==> src/rtl/pipe_dbg_pkg.sv <==
// Shared types and constants for the pipeline step sequencer.
package pipe_dbg_pkg;

  localparam int CNT_W = 8;
  localparam int REM_W = 5;

  localparam logic [1:0] MODE_SINGLE = 2'b00;
  localparam logic [1:0] MODE_BURST  = 2'b01;
  localparam logic [1:0] MODE_RUN    = 2'b10;
  localparam logic [1:0] MODE_HOLD   = 2'b11;

  // A burst length of zero on the switches stands for the longest burst.
  localparam logic [REM_W-1:0] BURST_ZERO_LEN = 5'd16;

  typedef enum logic [2:0] {
    S_IDLE,
    S_STEP,
    S_BURST,
    S_RUN,
    S_REFR
  } state_e;

  function automatic logic [REM_W-1:0] burst_count(input logic [3:0] len);
    return (len == 4'd0) ? BURST_ZERO_LEN : {1'b0, len};
  endfunction

endpackage

==> src/rtl/pipe_step_ctrl_edge_rise.sv <==
// Registers a debounced button level and flags its rising edge for one CCLK.
module edge_rise (
  input  logic CCLK,
  input  logic rst_n,
  input  logic din,
  output logic rise
);

  logic sample_q;
  logic prev_q;

  // Sample the button once, then keep the previous sample for edge compare.
  always_ff @(posedge CCLK) begin
    if (!rst_n) begin
      sample_q <= 1'b0;
      prev_q   <= 1'b0;
    end else begin
      sample_q <= din;
      prev_q   <= sample_q;
    end
  end

  assign rise = sample_q & ~prev_q;

endmodule

==> src/rtl/pipe_step_ctrl.sv <==
// Front-panel sequencer: turns button activity into pipeline advance/clear
// pulses (single, burst, free-run) and pairs every advance with one LCD
// refresh via a req/ack handshake.
module pipe_step_ctrl
  import pipe_dbg_pkg::*;
#(
  parameter int DIV_W   = 24,
  parameter int RUN_DIV = 5000000
) (
  input  logic             CCLK,
  input  logic             rst_n,
  input  logic             step_btn,
  input  logic             clr_btn,
  input  logic [1:0]       mode,
  input  logic [3:0]       burst_len,
  input  logic [3:0]       sw,
  input  logic             disp_ack,
  output logic             pipe_en,
  output logic             pipe_clr,
  output logic [CNT_W-1:0] cyc_cnt,
  output logic             disp_req,
  output logic             busy
);

  localparam logic [DIV_W-1:0] DIV_LAST = DIV_W'(RUN_DIV - 1);

  state_e           state;
  state_e           ret_state;
  logic [REM_W-1:0] remaining;
  logic [DIV_W-1:0] div_cnt;
  logic             pending;
  logic [3:0]       sw_shadow;
  logic             step_rise;
  logic             clr_rise;
  logic             step_go;

  edge_rise u_step_edge (
    .CCLK  (CCLK),
    .rst_n (rst_n),
    .din   (step_btn),
    .rise  (step_rise)
  );

  edge_rise u_clr_edge (
    .CCLK  (CCLK),
    .rst_n (rst_n),
    .din   (clr_btn),
    .rise  (clr_rise)
  );

  // A step request parked during a refresh counts as a fresh press in IDLE.
  assign step_go = step_rise | pending;

  // Sequencer FSM with registered pulse, counter and handshake outputs.
  always_ff @(posedge CCLK) begin
    // NOTE: every register here uses <= so all branches see the pre-edge
    // values; a blocking assignment would leak new values into later logic.
    if (!rst_n) begin
      state     <= S_IDLE;
      ret_state <= S_IDLE;
      remaining <= '0;
      div_cnt   <= '0;
      pending   <= 1'b0;
      sw_shadow <= sw;
      pipe_en   <= 1'b0;
      pipe_clr  <= 1'b0;
      cyc_cnt   <= '0;
      disp_req  <= 1'b0;
      busy      <= 1'b0;
    end else begin
      pipe_en  <= 1'b0;
      pipe_clr <= 1'b0;

      if (clr_rise) begin
        // Clear wins over everything, including a same-cycle step press.
        // An outstanding request is left up so a single ack retires it.
        pipe_clr  <= 1'b1;
        cyc_cnt   <= '0;
        pending   <= 1'b0;
        div_cnt   <= '0;
        remaining <= '0;
        ret_state <= S_IDLE;
        state     <= S_REFR;
        sw_shadow <= sw;
        busy      <= 1'b1;
      end else begin
        unique case (state)
          S_IDLE: begin
            pending <= 1'b0;
            if (step_go && mode == MODE_SINGLE) begin
              state <= S_STEP;
              busy  <= 1'b1;
            end else if (step_go && mode == MODE_BURST) begin
              remaining <= burst_count(burst_len);
              state     <= S_BURST;
              busy      <= 1'b1;
            end else if (step_go && mode == MODE_RUN) begin
              div_cnt <= '0;
              state   <= S_RUN;
              busy    <= 1'b1;
            end else if (sw != sw_shadow) begin
              sw_shadow <= sw;
              ret_state <= S_IDLE;
              state     <= S_REFR;
              busy      <= 1'b1;
            end else begin
              busy <= 1'b0;
            end
          end

          S_STEP: begin
            pipe_en   <= 1'b1;
            cyc_cnt   <= cyc_cnt + 1'b1;
            ret_state <= S_IDLE;
            sw_shadow <= sw;
            state     <= S_REFR;
          end

          S_BURST: begin
            pipe_en   <= 1'b1;
            cyc_cnt   <= cyc_cnt + 1'b1;
            remaining <= remaining - 1'b1;
            ret_state <= (remaining != 5'd1) ? S_BURST : S_IDLE;
            sw_shadow <= sw;
            state     <= S_REFR;
          end

          S_RUN: begin
            if (step_rise || mode != MODE_RUN) begin
              div_cnt <= '0;
              state   <= S_IDLE;
              busy    <= 1'b0;
            end else if (div_cnt == DIV_LAST) begin
              div_cnt   <= '0;
              pipe_en   <= 1'b1;
              cyc_cnt   <= cyc_cnt + 1'b1;
              ret_state <= S_RUN;
              sw_shadow <= sw;
              state     <= S_REFR;
            end else begin
              div_cnt <= div_cnt + 1'b1;
            end
          end

          S_REFR: begin
            if (step_rise) begin
              pending <= 1'b1;
            end
            if (!disp_req) begin
              disp_req <= 1'b1;
            end else if (disp_ack) begin
              disp_req <= 1'b0;
              state    <= ret_state;
              busy     <= (ret_state != S_IDLE);
            end
          end

          default: begin
            state <= S_IDLE;
            busy  <= 1'b0;
          end
        endcase
      end
    end
  end

endmodule

==> config.mk <==
export PLATFORM = sky130hd
export DESIGN_NAME = pipe_step_ctrl
export DESIGN_NICKNAME = d
export VERILOG_FILES = /design/src/rtl/pipe_dbg_pkg.sv /design/src/rtl/pipe_step_ctrl_edge_rise.sv /design/src/rtl/pipe_step_ctrl.sv
export SDC_FILE = /design/constraint.sdc
export NUM_CORES = 1
export LEC_CHECK = 0
export BUFFER_PORTS_ARGS = -buffer_cell sky130_fd_sc_hd__buf_2
export CORE_MARGIN = 5
export CORE_UTILIZATION = 40
export DETAILED_ROUTE_END_ITERATION = 8
export GPL_TIMING_DRIVEN = 0
export PLACE_DENSITY = 0.64
export SLEW_MARGIN = 20
export SYNTH_ARGS = -nofsm -noshare
export SYNTH_HDL_FRONTEND = slang
export SYNTH_HIERARCHICAL = 1
export SYNTH_SLANG_ARGS = --single-unit
==> constraint.sdc <==
create_clock -name CCLK -period 5.1 [get_ports CCLK]
set_input_delay 0 -clock CCLK [delete_from_list [all_inputs] [get_ports CCLK]]
set_output_delay 0 -clock CCLK [all_outputs]
set_load 0.1 [all_outputs]
=== Word-level counts from Yosys, hierarchy flattened ===
Cells that the tools add are included.

* Add/sub/neg operators: 3
* Equal/unequal tests: 36
* Mux-type cells: 57
* Bitwise operators: 7
* Reductions and logical operators: 25

{| class="wikitable"
|+ Operators by type and width
! cell !! count
|-
| $mux W24 || 5
|-
| $pmux W24 S2 || 1
|-
| $mux W3 || 15
|-
| $mux W4 || 8
|-
| $ne A4 B4 Y1 const B || 7
|-
| $add A24 B1 Y24 const B || 1
|-
| $eq A24 B23 Y1 const B || 1
|-
| $ne A2 B2 Y1 const B || 12
|-
| $pmux W3 S4 || 2
|-
| $mux W8 || 2
|-
| $pmux W8 S2 || 1
|-
| $reduce_and A4 Y1 || 4
|-
| $mux W5 || 3
|-
| $mux W1 || 14
|-
| $reduce_and A7 Y1 || 2
|-
| $ne A3 B3 Y1 const B || 4
|-
| $pmux W4 S3 || 1
|-
| $pmux W5 S2 || 1
|-
| $add A8 B1 Y8 const B || 1
|-
| $reduce_bool A2 Y1 || 4
|-
| $eq A3 B2 Y1 const B || 2
|-
| $ne A6 B6 Y1 const B || 1
|-
| $reduce_and A3 Y1 || 2
|-
| $ne A5 B1 Y1 const B || 1
|-
| 24 further kinds || 33
|}

* Register bits after elaboration: 56
* Logic and storage cells: 144
* Output and inout bits: 12
* Input port bits: 15

=== Longest topological paths before layout ===
* Depth in word-level cells: 10
* Gate-level depth with buffers: 7
* Gate-level depth less buffers: 6

=== Hierarchy ===
Netlist, hierarchy kept.

{| class="wikitable"
|+ By module, submodules not included
! module !! area an instance (µm²) !! seq. area each (µm²) !! cells each !! times used
|-
| pipe_step_ctrl || 2,573.7 || 1,061.0 || 295 || 1
|-
| edge_rise || 66.3 || 40.0 || 5 || 2
|}

=== Least setup slack after synthesis ===
Ideal clock, no wire load.

* Kind: flip-flop to flip-flop
* From: reg div_cnt[0]
* To: reg cyc_cnt[3]
* Data required time: 5.030 ns
* Path buffers: 0
* Cell stages (with the launch flop): 7
* Clock period less this slack: 2.238 ns
* Path slack: 2.862 ns
* Library setup time: 0.070 ns
* Arrival time: 2.167 ns
* Path through: dfxtp_1 > ha_1 > nand2_1 > or4_4 > o31a_1 > or4_1 > a21oi_1

* Cells in the longest elaborated chain, start to end: 3

{| class="wikitable"
|+ RTL lines
! what !! line !! source
|-
| start: declaration || pipe_step_ctrl.sv:30 || <nowiki>logic [DIV_W-1:0] div_cnt;</nowiki>
|-
| start signal: assignment || pipe_step_ctrl.sv:141 || <nowiki>div_cnt <= div_cnt + 1'b1;</nowiki>
|-
| $eq A24 B23 Y1 || pipe_step_ctrl.sv:133 || <nowiki>end else if (div_cnt == DIV_LAST) begin</nowiki>
|-
| $ne A2 B2 Y1 (no line) || - ||
|-
| $reduce_and A3 Y1 (no line) || - ||
|-
| end signal: assignment || pipe_step_ctrl.sv:113 || <nowiki>cyc_cnt <= cyc_cnt + 1'b1;</nowiki>
|-
| end signal: assignment || pipe_step_ctrl.sv:121 || <nowiki>cyc_cnt <= cyc_cnt + 1'b1;</nowiki>
|-
| end signal: assignment || pipe_step_ctrl.sv:136 || <nowiki>cyc_cnt <= cyc_cnt + 1'b1;</nowiki>
|-
| end: declaration || pipe_step_ctrl.sv:20 || <nowiki>output logic [CNT_W-1:0] cyc_cnt,</nowiki>
|}

No other way between the ends.
A chain may end at the register's enable or synchronous reset.

=== Worst setup path after layout ===
* From: reg div_cnt[0]
* To: reg cyc_cnt[7]

Same word-level chain as after synthesis.

==> flow_summary.toml <==
[status]
outcome = "finished, final reports clean"

[routing]
drt-pass1-iter-count = 4
vias = 2315
postRouteAntennaNets = 0
via_per_inst = 5.42
first_iter_violations = 94
drc = 0
drt_wl_total_um = 5890
wl_per_cell_um = 13.8

[global_route]
grt-ovfl-total = 0
grt_pass1_vias = 2234
grt_pass1_wl_um = 10400
track_usage = 0.149
antenna_found_initial = 0
grt_max_degree = 17

[floorplan]
start_util = 0.405
rows = 30
die_width_um = 92.3
die_area_um2 = 8510
die_y_um = 92.3
coreArea_um2 = 6680
io-pin-count = 27

[cts]
path_clk_slew_ns = 0.10
cts-root-buf = "clkbuf_8"
cts-buffers-inserted = 5
clock_latency_ns = 0.31
cts_sinks = 55
cts_resized = 0
clockBufferDepth = 2
cts_tree = "yes"
h-tree-depth = 2
cts_setup_buffers = 0

[timing]
period_needed_ns = 2.49
rsz0062_at_grt = "false"
holdWs_ns = 0.0140
finalHoldViolCount = 0
finClkSkew_ns = 0.00861
worst_pin_slew_ns = 0.856
fmax_ghz = 0.402
fin_crit_sh = 0.488
slew_headroom = 0.425
tns_ns = 0
drv_slew = 0
setup_viol = 0

[synthesis]
synth_edf_count = 4
ys_warn_count = 6
synth_seq_area_share = 0.422
synth_area_um2 = 2710
ys_types = 55
yosysTopAreaCell = "dfxtp_1"
synth_top_area_share = 0.377
synthArstFlopShare = 0
synth-seq-cells = 55
syn_inst = 305
dominantRegCellSynth = "dfxtp_1"
synthTopCellsByArea = "dfxtp_1 (38%), xor2_1 (7.8%), nor2_1 (5.5%)"
syn_nets = 324
post_synth.cell_area_avg_um2 = 8.87

[worst_setup_path]
critPathArrivalTime_ns = 2.74
slowest_stage = "or4_4"
crit_path_cell_trace = "ha_1 -> nand2_1 -> or4_4 -> o31a_1 -> or4_1 -> a21oi_1"
critPathMaxStageDelay_ns = 0.53
cp-end-kind = "register"
critPathKind = "register to register"
rrSetupSlack_ns = 2.61
critPathLaunchType = "register"
required_ns = 5.35
cp_max_fo = 8

[final_layout]
final_common_cell = "dfxtp_1"
postLayoutCoreUtil = 0.468
final_nets = 365
syn2layout_area_growth_pct = 15.4
final_cell_mix = "dfxtp_1 (51), nor2_1 (40), buf_2 (26), xor2_1 (24)"
fillers = 664
drive_gt1_frac = 0.144
antenna-diode-count = 0

[power]
p_clk_frac = 0.341
peakVddDrop_v = 0.000167
combPwrFrac = 0.115
power-per-cell-area_nw_per_um2 = 266
p_sw_frac = 0.252
cellInternalPower_uw = 622
leakagePower_uw = 0.00117
power_uw = 831
p_seq_frac = 0.544
power.switching_uw = 209

[placement]
dp_hpwl_um = 4200
port_buffers = 26
place_congestion = 0.799

[job]
cap_violations = 0

[hold_path]
hp-class = "primary input to register"
==> power groups by stage <==
| stage | clock network (µW) | registers (µW) | logic, µW |
|---|---|---|---|
| after floorplan | 0 | 481 | 47.6 |
| after global placement | 0 | 462 | 90.3 |
| after detailed placement | 0 | 462 | 91.1 |
| after CTS | 293 | 452 | 96.1 |
| after global routing | 311 | 454 | 105 |
| final | 283 | 452 | 95.5 |
==> layer usage <==
layer,wire length (µm),global-route usage
met4,115,0.0582
met1,2850,0.199
met2,2680,0.238
met3,255,0.0279
met5,0,0
==> sequential cells by signal, indices dropped and copies added (netlist names) <==
signal / count
pipe_en: 1
busy: 1
state: 3
u_step_edge/prev_q: 1
u_clr_edge/prev_q: 1
u_step_edge/sample_q: 1
cyc_cnt: 8
disp_req: 1
u_clr_edge/sample_q: 1
ret_state: 2
div_cnt: 24
pipe_clr: 1
sw_shadow: 4
pending: 1
remaining: 5
==> what timing repair did <==
action,4_1_cts,5_1_grt
hold buffers,8,0
setup endpoints to repair,0,0
endpoints found under the hold margin,9,0
==> path summary, 6_finish.rpt <==
check | startpoint | end | cells after the start
max | div_cnt[0] | cyc_cnt[7] | 6
min | disp_ack | disp_req | 3
max reg2reg | div_cnt[0] | cyc_cnt[7] | 6
min reg2reg | u_clr_edge/sample_q | u_clr_edge/prev_q | 1
==> final cells by class <==
class	count	area (µm²)	area share
tap	80	100	0.0320
clock inverter	3	38.8	0.0124
buffer	11	83.8	0.0268
inverter	4	15.0	0.00481
timing repair buffer	34	210	0.0673
sequential	55	1140	0.365
clock buffer	5	68.8	0.0220
multi-input combinational	235	1470	0.469
==> synth_stat cells (3+ instances only) <==
master,instances
clkbuf_8,3
xor2_1,24
ha_1,4
nand2_1,19
nand3_1,12
a21oi_1,19
and4_1,5
nand2b_1,3
or4_1,4
o31ai_1,8
or2_2,3
nor2_1,40
nor2b_1,5
and3_1,7
dfxtp_1,51
nor3_1,8
o21ai_0,10
clkbuf_1,3
inv_1,4
nand4_1,17
o211ai_1,3
edfxtp_1,4
buf_1,3
and2_1,6
==> cells by family after synthesis <==
| kind of cell | count (synthesis) | synth area share |
|---|---|---|
| AO/OA/AOI/OAI | 56 | 0.133 |
| adder cells (fa/ha/maj) | 4 | 0.0185 |
| multiplexers | 2 | 0.00740 |
| XOR/XNOR | 26 | 0.0841 |
| flip-flops | 55 | 0.422 |
| buffers and inverters | 15 | 0.0365 |
| AND/OR/NAND/NOR | 147 | 0.299 |
==> stage by stage <==
stage,std cells,instance area [µm²],worst slack [ns]
after floorplan,305,2710,2.86
after global placement,411,2940,2.63
after detailed placement,411,2940,2.61
after CTS,427,3120,2.59
after global routing,427,3120,2.36
final,427,3120,2.61
==> critical path: cells and delay by family (launching register included) <==
kind                       cells  cell delay (ns)
DFF                            1             0.45
AOI/OAI and AO/OA              2             0.57
adders and majority gates      1             0.28
and+or+nand+nor                3             1.12
No activity file was read; power rests on OpenSTA's default activity.
